`src/rtl/lsu_pkg.sv`:
```
// Shared definitions for the load/store unit: funct3 codes, FSM encoding and
// the width/offset legality check used by the request decoder.
package lsu_pkg;

  localparam logic [2:0] F3_B  = 3'b000;
  localparam logic [2:0] F3_H  = 3'b001;
  localparam logic [2:0] F3_W  = 3'b010;
  localparam logic [2:0] F3_BU = 3'b100;
  localparam logic [2:0] F3_HU = 3'b101;

  typedef enum logic [2:0] {
    S_IDLE   = 3'd0,
    S_LOAD   = 3'd1,
    S_RMW_RD = 3'd2,
    S_WRITE  = 3'd3,
    S_RESP   = 3'd4
  } lsu_state_t;

  // Unsigned variants exist only for loads.
  function automatic logic access_legal(input logic we, input logic [2:0] f3,
                                        input logic [1:0] off);
    logic ok;
    ok = 1'b0;
    case (f3)
      F3_B:    ok = 1'b1;
      F3_H:    ok = ~off[0];
      F3_W:    ok = (off == 2'b00);
      F3_BU:   ok = ~we;
      F3_HU:   ok = ~we & ~off[0];
      default: ok = 1'b0;
    endcase
    return ok;
  endfunction

endpackage

```
`src/rtl/load_store_unit_if.sv`:
```
// Core request/response channel and data memory port of the load/store unit.
interface load_store_unit_if #(parameter int XLEN = 32);
  logic            req_valid;
  logic            req_ready;
  logic            req_we;
  logic [2:0]      req_funct3;
  logic [XLEN-1:0] req_addr;
  logic [XLEN-1:0] req_wdata;
  logic            resp_valid;
  logic [XLEN-1:0] resp_rdata;
  logic            resp_fault;
  logic            mem_we;
  logic [XLEN-1:0] mem_addr;
  logic [XLEN-1:0] mem_wdata;
  logic [XLEN-1:0] mem_rdata;

  modport slave (
    input  req_valid, req_we, req_funct3, req_addr, req_wdata, mem_rdata,
    output req_ready, resp_valid, resp_rdata, resp_fault, mem_we, mem_addr, mem_wdata
  );

  modport master (
    output req_valid, req_we, req_funct3, req_addr, req_wdata, mem_rdata,
    input  req_ready, resp_valid, resp_rdata, resp_fault, mem_we, mem_addr, mem_wdata
  );
endinterface

```
`src/rtl/lsu_lane_align.sv`:
```
// Byte/halfword lane handling: load extract with extension, and store merge
// of new data into the old word.
module lsu_lane_align
  import lsu_pkg::*;
#(
  parameter int XLEN = 32
) (
  input  logic [2:0]      i_funct3,
  input  logic [1:0]      i_off,
  input  logic [XLEN-1:0] i_word,
  input  logic [XLEN-1:0] i_wdata,
  output logic [XLEN-1:0] o_ldata,
  output logic [XLEN-1:0] o_sdata
);

  logic [7:0]      w_byte;
  logic [15:0]     w_half;
  logic [XLEN-1:0] w_bmask;
  logic [XLEN-1:0] w_hmask;
  logic [4:0]      w_shamt;

  always_comb begin
    w_shamt = {i_off, 3'b000};
    case (i_off)
      2'd0:    w_byte = i_word[7:0];
      2'd1:    w_byte = i_word[15:8];
      2'd2:    w_byte = i_word[23:16];
      default: w_byte = i_word[31:24];
    endcase
    w_half  = i_off[1] ? i_word[31:16] : i_word[15:0];
    w_bmask = {{(XLEN-8){1'b0}}, 8'hFF} << w_shamt;
    w_hmask = {{(XLEN-16){1'b0}}, 16'hFFFF} << w_shamt;

    case (i_funct3)
      F3_B:    o_ldata = {{(XLEN-8){w_byte[7]}}, w_byte};
      F3_H:    o_ldata = {{(XLEN-16){w_half[15]}}, w_half};
      F3_W:    o_ldata = i_word;
      F3_BU:   o_ldata = {{(XLEN-8){1'b0}}, w_byte};
      F3_HU:   o_ldata = {{(XLEN-16){1'b0}}, w_half};
      default: o_ldata = '0;
    endcase

    case (i_funct3)
      F3_B:    o_sdata = (i_word & ~w_bmask) |
                         (({{(XLEN-8){1'b0}}, i_wdata[7:0]} << w_shamt) & w_bmask);
      F3_H:    o_sdata = (i_word & ~w_hmask) |
                         (({{(XLEN-16){1'b0}}, i_wdata[15:0]} << w_shamt) & w_hmask);
      F3_W:    o_sdata = i_wdata;
      default: o_sdata = i_word;
    endcase
  end

endmodule

```
`src/rtl/load_store_unit.sv`:
```
// Multi-cycle load/store unit between the MEM stage and a word-addressed data
// memory with combinational read; sub-word stores use read-modify-write.
module load_store_unit
  import lsu_pkg::*;
#(
  parameter int XLEN        = 32,
  parameter int DEPTH_WORDS = 1024
) (
  input logic              clk,
  input logic              rst,
  load_store_unit_if.slave bus
);

  lsu_state_t      r_state;
  lsu_state_t      w_next;
  logic            r_we;
  logic [2:0]      r_funct3;
  logic [XLEN-1:0] r_addr;
  logic [XLEN-1:0] r_wdata;
  logic [XLEN-1:0] r_old;
  logic [XLEN-1:0] r_rdata;
  logic            r_fault;

  logic            w_accept;
  logic            w_fault;
  logic [XLEN-1:0] w_word;
  logic [XLEN-1:0] w_ldata;
  logic [XLEN-1:0] w_sdata;

  assign w_accept = bus.req_valid && (r_state == S_IDLE);
  assign w_fault  = !access_legal(bus.req_we, bus.req_funct3, bus.req_addr[1:0]) ||
                    ({2'b00, bus.req_addr[XLEN-1:2]} >= XLEN'(DEPTH_WORDS));
  // Loads extract straight from memory; stores merge into the captured old word.
  assign w_word   = (r_state == S_LOAD) ? bus.mem_rdata : r_old;

  lsu_lane_align #(.XLEN(XLEN)) u_align (
    .i_funct3 (r_funct3),
    .i_off    (r_addr[1:0]),
    .i_word   (w_word),
    .i_wdata  (r_wdata),
    .o_ldata  (w_ldata),
    .o_sdata  (w_sdata)
  );

  always_ff @(posedge clk or posedge rst) begin
    if (rst) r_state <= S_IDLE;
    else     r_state <= w_next;
  end

  always_comb begin
    w_next = r_state;
    case (r_state)
      S_IDLE: begin
        if (w_accept) begin
          if (w_fault)                     w_next = S_RESP;
          else if (!bus.req_we)            w_next = S_LOAD;
          else if (bus.req_funct3 == F3_W) w_next = S_WRITE;
          else                             w_next = S_RMW_RD;
        end
      end
      S_LOAD:   w_next = S_RESP;
      S_RMW_RD: w_next = S_WRITE;
      S_WRITE:  w_next = S_RESP;
      S_RESP:   w_next = S_IDLE;
      default:  w_next = S_IDLE;
    endcase
  end

  always_ff @(posedge clk or posedge rst) begin
    if (rst) begin
      r_we     <= 1'b0;
      r_funct3 <= '0;
      r_addr   <= '0;
      r_wdata  <= '0;
      r_old    <= '0;
      r_rdata  <= '0;
      r_fault  <= 1'b0;
    end else begin
      if (w_accept) begin
        r_we     <= bus.req_we;
        r_funct3 <= bus.req_funct3;
        r_addr   <= bus.req_addr;
        r_wdata  <= bus.req_wdata;
      end
      case (r_state)
        S_IDLE: begin
          if (w_accept && w_fault) begin
            r_rdata <= '0;
            r_fault <= 1'b1;
          end
        end
        S_LOAD: begin
          r_rdata <= w_ldata;
          r_fault <= 1'b0;
        end
        S_RMW_RD: r_old <= bus.mem_rdata;
        S_WRITE: begin
          r_rdata <= '0;
          r_fault <= 1'b0;
        end
        default: ;
      endcase
    end
  end

  always_comb begin
    bus.req_ready  = (r_state == S_IDLE);
    bus.resp_valid = (r_state == S_RESP);
    bus.resp_rdata = r_rdata;
    bus.resp_fault = r_fault;
    bus.mem_we     = 1'b0;
    bus.mem_addr   = '0;
    bus.mem_wdata  = '0;
    if (r_state == S_LOAD || r_state == S_RMW_RD || r_state == S_WRITE)
      bus.mem_addr = {r_addr[XLEN-1:2], 2'b00};
    if (r_state == S_WRITE) begin
      bus.mem_we    = r_we;
      bus.mem_wdata = w_sdata;
    end
  end

endmodule

```
`src/flat_wrapper.sv`:
```
// flat-port wrapper written by rule: the top's interface ports become plain ports
module load_store_unit_flat import lsu_pkg::*;
#(
  parameter int XLEN        = 32,
  parameter int DEPTH_WORDS = 1024
)
  (clk, rst, bus_req_valid, bus_req_we, bus_req_funct3, bus_req_addr, bus_req_wdata, bus_mem_rdata, bus_req_ready, bus_resp_valid, bus_resp_rdata, bus_resp_fault, bus_mem_we, bus_mem_addr, bus_mem_wdata);
  load_store_unit_if #(.XLEN(XLEN)) bus_i ();
  input logic clk;
  input logic rst;
  input wire logic [$bits(bus_i.req_valid)-1:0] bus_req_valid;
  input wire logic [$bits(bus_i.req_we)-1:0] bus_req_we;
  input wire logic [$bits(bus_i.req_funct3)-1:0] bus_req_funct3;
  input wire logic [$bits(bus_i.req_addr)-1:0] bus_req_addr;
  input wire logic [$bits(bus_i.req_wdata)-1:0] bus_req_wdata;
  input wire logic [$bits(bus_i.mem_rdata)-1:0] bus_mem_rdata;
  output wire logic [$bits(bus_i.req_ready)-1:0] bus_req_ready;
  output wire logic [$bits(bus_i.resp_valid)-1:0] bus_resp_valid;
  output wire logic [$bits(bus_i.resp_rdata)-1:0] bus_resp_rdata;
  output wire logic [$bits(bus_i.resp_fault)-1:0] bus_resp_fault;
  output wire logic [$bits(bus_i.mem_we)-1:0] bus_mem_we;
  output wire logic [$bits(bus_i.mem_addr)-1:0] bus_mem_addr;
  output wire logic [$bits(bus_i.mem_wdata)-1:0] bus_mem_wdata;
  assign bus_i.req_valid = bus_req_valid;
  assign bus_i.req_we = bus_req_we;
  assign bus_i.req_funct3 = bus_req_funct3;
  assign bus_i.req_addr = bus_req_addr;
  assign bus_i.req_wdata = bus_req_wdata;
  assign bus_i.mem_rdata = bus_mem_rdata;
  assign bus_req_ready = bus_i.req_ready;
  assign bus_resp_valid = bus_i.resp_valid;
  assign bus_resp_rdata = bus_i.resp_rdata;
  assign bus_resp_fault = bus_i.resp_fault;
  assign bus_mem_we = bus_i.mem_we;
  assign bus_mem_addr = bus_i.mem_addr;
  assign bus_mem_wdata = bus_i.mem_wdata;
  load_store_unit #(.XLEN(XLEN), .DEPTH_WORDS(DEPTH_WORDS)) u_core (.clk(clk), .rst(rst), .bus(bus_i));
endmodule
```
`config.mk`:
```
export PLATFORM = sky130hd
export DESIGN_NAME = load_store_unit_flat
export DESIGN_NICKNAME = d
export VERILOG_FILES = /design/src/rtl/lsu_pkg.sv /design/src/rtl/load_store_unit_if.sv /design/src/rtl/lsu_lane_align.sv /design/src/rtl/load_store_unit.sv /design/src/flat_wrapper.sv
export SDC_FILE = /design/constraint.sdc
export NUM_CORES = 1
export LEC_CHECK = 0
export CAP_MARGIN = 25
export CORE_MARGIN = 3
export CORE_UTILIZATION = 30
export DETAILED_ROUTE_END_ITERATION = 10
export PLACE_DENSITY = 0.55
export SLEW_MARGIN = 20
export SYNTH_ARGS = -nofsm -noshare
export SYNTH_HDL_FRONTEND = slang
export SYNTH_SLANG_ARGS = --single-unit
export TNS_END_PERCENT = 30
```
`constraint.sdc`:
```
create_clock -name clk -period 4.2 [get_ports clk]
set_clock_uncertainty 0.15 [all_clocks]
set_input_delay 0.42 -clock clk [delete_from_list [all_inputs] [get_ports clk]]
set_output_delay 0.42 -clock clk [all_outputs]
set_load 0.02 [all_outputs]
```
### Yosys cells after proc, flatten, opt, wreduce, memory -nomap -nowiden

Index checks and enable logic that the tools add are counted.

* logic and storage cells: 74
* bits in registers: 136
* output and inout port bits: 100
* input bits: 103

* bitwise logic cells: 11
* $lt $le $gt $ge: 1
* multiplexer cells: 18
* equality and inequality tests: 16
* reduce and logical (&&, ||, !) cells: 16
* shifts and indexed selects: 4

Operators with widths (count)
* $pmux W32 S3: 2
* $pmux W32 S5: 1
* $and A32 B32 Y32: 4
* $mux W32: 4
* $not A32 Y32: 2
* $or A32 B32 Y32: 2
* $shl A16 B5 Y32: 1
* $shl A16 B5 Y32 const A: 1
* $shl A8 B5 Y32: 1
* $shl A8 B5 Y32 const A: 1
* $ge A30 B11 Y1 const B: 1
* $pmux W8 S3: 1
* $mux W16: 1
* $eq A3 B3 Y1 const B: 5
* $eq A3 B2 Y1 const B: 4
* $eq A3 B1 Y1 const B: 3
* $logic_not A3 Y1: 3
* $mux W3: 3
* $pmux W3 S3: 1
* $pmux W1 S5: 1
* $logic_not A2 Y1: 2
* $ne A2 B1 Y1 const B: 2
* $reduce_and A2 Y1: 2
* $logic_or A1 B1 Y1: 3
* other kinds (11): 15

### Longest topological paths before layout

* depth in word-level cells: 8
* depth in mapped cells: 10
* depth with buffers taken out: 7

### Cells and area by module

Synthesis repeated with hierarchy kept, for this count alone.

* cells, all modules: 750
* area total of the unflattened synthesis: 8084.0 um^2

By module, submodules not included
* load_store_unit: area an instance 5979.5 um^2, times used 1, sequential area each 3403.3 um^2, cells each 431
* lsu_lane_align: area an instance 2104.5 um^2, times used 1, sequential area each 0.0 um^2, cells each 319

### Worst setup path after synthesis

No wires, ideal clock.

* path kind: register -> output
* from: register u_core.r_addr[0]
* to: output port bus_mem_wdata[16]
* arrival: 2.187 ns
* required time: 3.630 ns
* buffers on the path: 1
* stages on the path, launching flop included: 9
* setup slack: 1.443 ns
* path through: dfrtp_1 > clkbuf_1 > inv_1 > ha_1 > inv_1 > nor3_1 > a22o_1 > nand2_1 > a31oi_1

* cells in the longest elaborated chain, start to end: 6
* elaborated cells between the ends (all ways): 14
* those cells by class: shift: 4; mux: 2; bitwise: 8

RTL lines
* from (decl): line load_store_unit.sv:18 `logic [XLEN-1:0] r_addr;`
* from (signal assigned): line load_store_unit.sv:82 `r_addr <= bus.req_addr;`
* $shl A16 B5 Y32 / $shl A8 B5 Y32 (equally long branches): line lsu_lane_align.sv:32, lsu_lane_align.sv:31
* $not A32 Y32, on equally long branches: line lsu_lane_align.sv:46, lsu_lane_align.sv:44
* $and A32 B32 Y32, on equally long branches: line lsu_lane_align.sv:46, lsu_lane_align.sv:44
* $or A32 B32 Y32, on equally long branches: line lsu_lane_align.sv:46, lsu_lane_align.sv:44
* $pmux W32 S3 (*): line lsu_lane_align.sv:43 `case (i_funct3)`
* $mux W32 (*): line load_store_unit.sv:116 `if (r_state == S_WRITE) begin`
* to (decl): line flat_wrapper.sv:23 `output wire logic [$bits(bus_i.mem_wdata)-1:0] bus_mem_wdata;`

Every way passes the cells marked *; elsewhere a longest branch is shown, timed or not.

### Worst setup path in the final report

* from: register u_core.r_addr[1]
* to: output port bus_mem_wdata[7]

The elaborated chain is that of the path after synthesis.

==> results.json <==
{
  "initial_utilization": 0.308,
  "commonest_non_fill_non_tap_cell_in_the_layout": "sky130_fd_sc_hd__nand2_1",
  "antenna_left": 0,
  "setup_slack_of_the_worst_register_to_register_path_ps": 1340,
  "worst_setup_path_start_kind": "register",
  "grt_antenna_before_repair": 0,
  "power.share.switching": 0.293,
  "clk_pin_slew_ps": 60,
  "timing.final.crit_share": 0.928,
  "core_region_area_um2": 24600,
  "path_max_fanout": 13,
  "finalHoldViolations": 0,
  "power.leakage_nw": 4.72,
  "ctsHtreeMaxLevel": 4,
  "gp_routability_congestion": 0.857,
  "tritoncts": "done",
  "grt_usage": 0.200,
  "layout.cells.most_common_list": "230 x sky130_fd_sc_hd__nand2_1, 200 x sky130_fd_sc_hd__clkdlybuf4s50_1, 136 x sky130_fd_sc_hd__dfrtp_1",
  "route.vias.total": 7123,
  "path_delay_family": "buffers and inverters",
  "placement.io_buffers": 200,
  "synth_area_per_cell_um2": 8.98,
  "clock-root-buffer": "sky130_fd_sc_hd__clkbuf_16",
  "first_global_vias": 7029,
  "top_layer": "met4",
  "reg2reg_depth": 7,
  "power_density_nw_per_um2": 331,
  "crit_path_frequent_cell": "sky130_fd_sc_hd__inv_1",
  "postCtsHoldBufs": 0,
  "final_max_slew_viol_count": 0,
  "diodes": 0,
  "flow.area_growth_from_synthesis_pct": 38.9,
  "met3_wl_um": 1870,
  "p_seq_frac": 0.430,
  "grt_max_degree": 39,
  "peak_clock_frequency_supported_by_timing_ghz": 0.257,
  "setup_total_negative_slack_ps": 0,
  "post-layout-total-power_mw": 3.48,
  "tritoncts_num_sinks": 136,
  "synth_top_flop_cell": "sky130_fd_sc_hd__dfrtp_1",
  "fin_ws_ps": 303,
  "synthesis.yosys.warnings": 0,
  "avg_wl_per_cell_um": 19.8,
  "synth.ff_latch_count": 136,
  "internal_power_mw": 2.46,
  "drc_errors": 0,
  "grt_first_pass_wirelength_um": 41400,
  "grt_overflow_total": 0,
  "cp_cell_sequence": "inv_1 -> ha_1 -> inv_1 -> nor2_1 -> o21ai_1 -> o21a_1 -> o221a_2 -> clkdlybuf4s50_1",
  "critical_path.reg2reg.endpoint": "u_core.bus.resp_rdata[1]",
  "rsz0062_at_grt": "false",
  "timing_worst_slew_pin_value_ps": 902,
  "ys_types": 62,
  "final_core_utilization": 0.428,
  "synth_sequential_area_ratio": 0.449,
  "detail_route.iter0.violations": 522,
  "p_comb_frac": 0.155,
  "cts-resized-gates": 0,
  "dieArea_um2": 27200,
  "synth-edff-count": 0,
  "hp-class": "input pin to asynchronous set/reset pin",
  "finalWorstPathRequiredPeriod_ps": 3900,
  "max-slew-margin-rel": 0.397,
  "drt_pre_antenna_iters": 6,
  "postRouteWirelength_um": 27100,
  "worst_r2r_startpoint": "u_core.r_funct3[2]",
  "route.met2.wl_um": 12200,
  "max-cap-violations": 0,
  "switchingPower_mw": 1.02,
  "drive_gt1_frac": 0.107,
  "max-clock-path-buffers": 2,
  "number_of_post_cts_setup_repair_buffers": 0,
  "timing.critical_path.arrival_ps": 3330,
  "die-width_um": 165,
  "cts_buffers": 17,
  "final-setup-viol-count": 0,
  "wl_met1_um": 12700,
  "run_status": "finished clean",
  "chipHeight_um": 165,
  "rows": 57,
  "cpMaxStageDelayCell": "sky130_fd_sc_hd__clkdlybuf4s50_1",
  "worstPathBufferInverterCount": 3,
  "synthArstFlopShare": 1.00,
  "fillers": 2481,
  "netlist_instances": 844,
  "max-vdd-ir-drop_mv": 0.243,
  "power.clock.fraction": 0.416,
  "vias_per_cell": 5.20,
  "hpwl_um": 20400,
  "critPathKind": "register to output pin",
  "synthesis.area_um2": 7580,
  "critical_path_data_required_time_ps": 3630,
  "io-pin-count": 203,
  "insertion_delay_ps": 420,
  "setup.worst_path.end_class": "output pin",
  "final_nets": 1140,
  "cp_slowest_stage_delay_ps": 630,
  "preCtsSetupSlack_ps": 644
}
==> logic make-up (layout without fill, tap and decap cells) <==
| group | count (synthesis) | after routing | share of synthesized area |
|---|---|---|---|
| AO/OA/AOI/OAI | 199 | 199 | 0.196 |
| adder cells (fa/ha/maj) | 5 | 5 | 0.00825 |
| buffers and inverters | 96 | 296 | 0.0526 |
| flip-flops | 136 | 136 | 0.449 |
| multiplexers | 73 | 73 | 0.103 |
| other | 1 | 2 | 0.000495 |
| AND/OR/NAND/NOR | 334 | 334 | 0.191 |
==> synth_stat cells, types with 4 or more instances <==
master                      instances  area share
sky130_fd_sc_hd__a211o_1            6      0.0069
sky130_fd_sc_hd__a21oi_1           36       0.024
sky130_fd_sc_hd__a221o_1            7      0.0092
sky130_fd_sc_hd__a221oi_1           8      0.0092
sky130_fd_sc_hd__a222oi_1           7      0.0092
sky130_fd_sc_hd__a22o_1             6      0.0069
sky130_fd_sc_hd__a22oi_1            9      0.0089
sky130_fd_sc_hd__a31oi_1            9      0.0074
sky130_fd_sc_hd__and2_1            35       0.029
sky130_fd_sc_hd__buf_1              4      0.0020
sky130_fd_sc_hd__buf_2              6      0.0040
sky130_fd_sc_hd__buf_4              4      0.0040
sky130_fd_sc_hd__clkbuf_1          43       0.021
sky130_fd_sc_hd__dfrtp_1          136        0.45
sky130_fd_sc_hd__ha_1               5      0.0083
sky130_fd_sc_hd__inv_1             34       0.017
sky130_fd_sc_hd__mux2_2            38       0.056
sky130_fd_sc_hd__mux2i_1           35       0.046
sky130_fd_sc_hd__nand2_1          231        0.11
sky130_fd_sc_hd__nor2_1            31       0.015
sky130_fd_sc_hd__nor2b_1            4      0.0033
sky130_fd_sc_hd__nor3_1             7      0.0046
sky130_fd_sc_hd__nor4_1             6      0.0050
sky130_fd_sc_hd__o2111a_1           5      0.0074
sky130_fd_sc_hd__o211a_1            5      0.0066
sky130_fd_sc_hd__o21a_1            10      0.0099
sky130_fd_sc_hd__o21ai_0           24       0.016
sky130_fd_sc_hd__o21ai_1            6      0.0040
sky130_fd_sc_hd__o221ai_1          23       0.027
sky130_fd_sc_hd__o22ai_1            9      0.0074
sky130_fd_sc_hd__o2bb2ai_1          7      0.0081
==> sequential cells by signal (all words and copies together) (netlist names) <==
register	flops
u_core.bus.resp_fault	1
u_core.bus.resp_rdata	32
u_core.r_addr	32
u_core.r_old	32
u_core.r_we	1
u_core.r_funct3	3
u_core.r_state	3
u_core.r_wdata	32
==> per-layer routing <==
metal | global-route usage | vias up
met2 | 0.300 | 256
li1 | - | 3355
met3 | 0.0434 | 21
met4 | 0.0496 | 0
met1 | 0.292 | 3491
met5 | 0 | -
==> how the worst max path moves through the flow <==
stage	cells after the start	endpoint	start
final	8	bus_mem_wdata[7]	u_core.r_addr[1]
after global routing	8	bus_mem_wdata[4]	u_core.r_addr[1]
after CTS	8	bus_mem_wdata[7]	u_core.r_addr[1]
after detailed placement	8	bus_mem_wdata[7]	u_core.r_addr[1]
after global placement	8	bus_mem_wdata[7]	u_core.r_addr[1]
after floorplan	8	bus_mem_wdata[16]	u_core.r_addr[0]
==> cell type report <==
type | instances | area [um2] | area share
multi-input cells | 613 | 3800 | 0.361
flip-flops and latches | 136 | 3400 | 0.323
clock buffers | 21 | 460 | 0.0437
repair buffers | 228 | 2220 | 0.211
clock inverters | 11 | 98.8 | 0.00939
inverters | 36 | 139 | 0.0132
well taps | 324 | 405 | 0.0385
==> power groups by stage <==
stage	Combinational, mW	Sequential, mW	Clock [mW]
global route	0.599	1.51	1.54
CTS	0.538	1.49	1.48
floorplan	0.339	1.47	0
finish	0.538	1.50	1.45
global placement	0.534	1.51	0
detailed placement	0.535	1.52	0
==> per-stage QoR <==
step	hold slack (ps)	std cells	instance area, um2
final	289	1369	10500
after global routing	341	1369	10500
after CTS	308	1369	10500
after detailed placement	304	1337	9970
after global placement	300	1337	9970
after floorplan	287	845	7590
No activity file was read; power rests on OpenSTA's default activity.
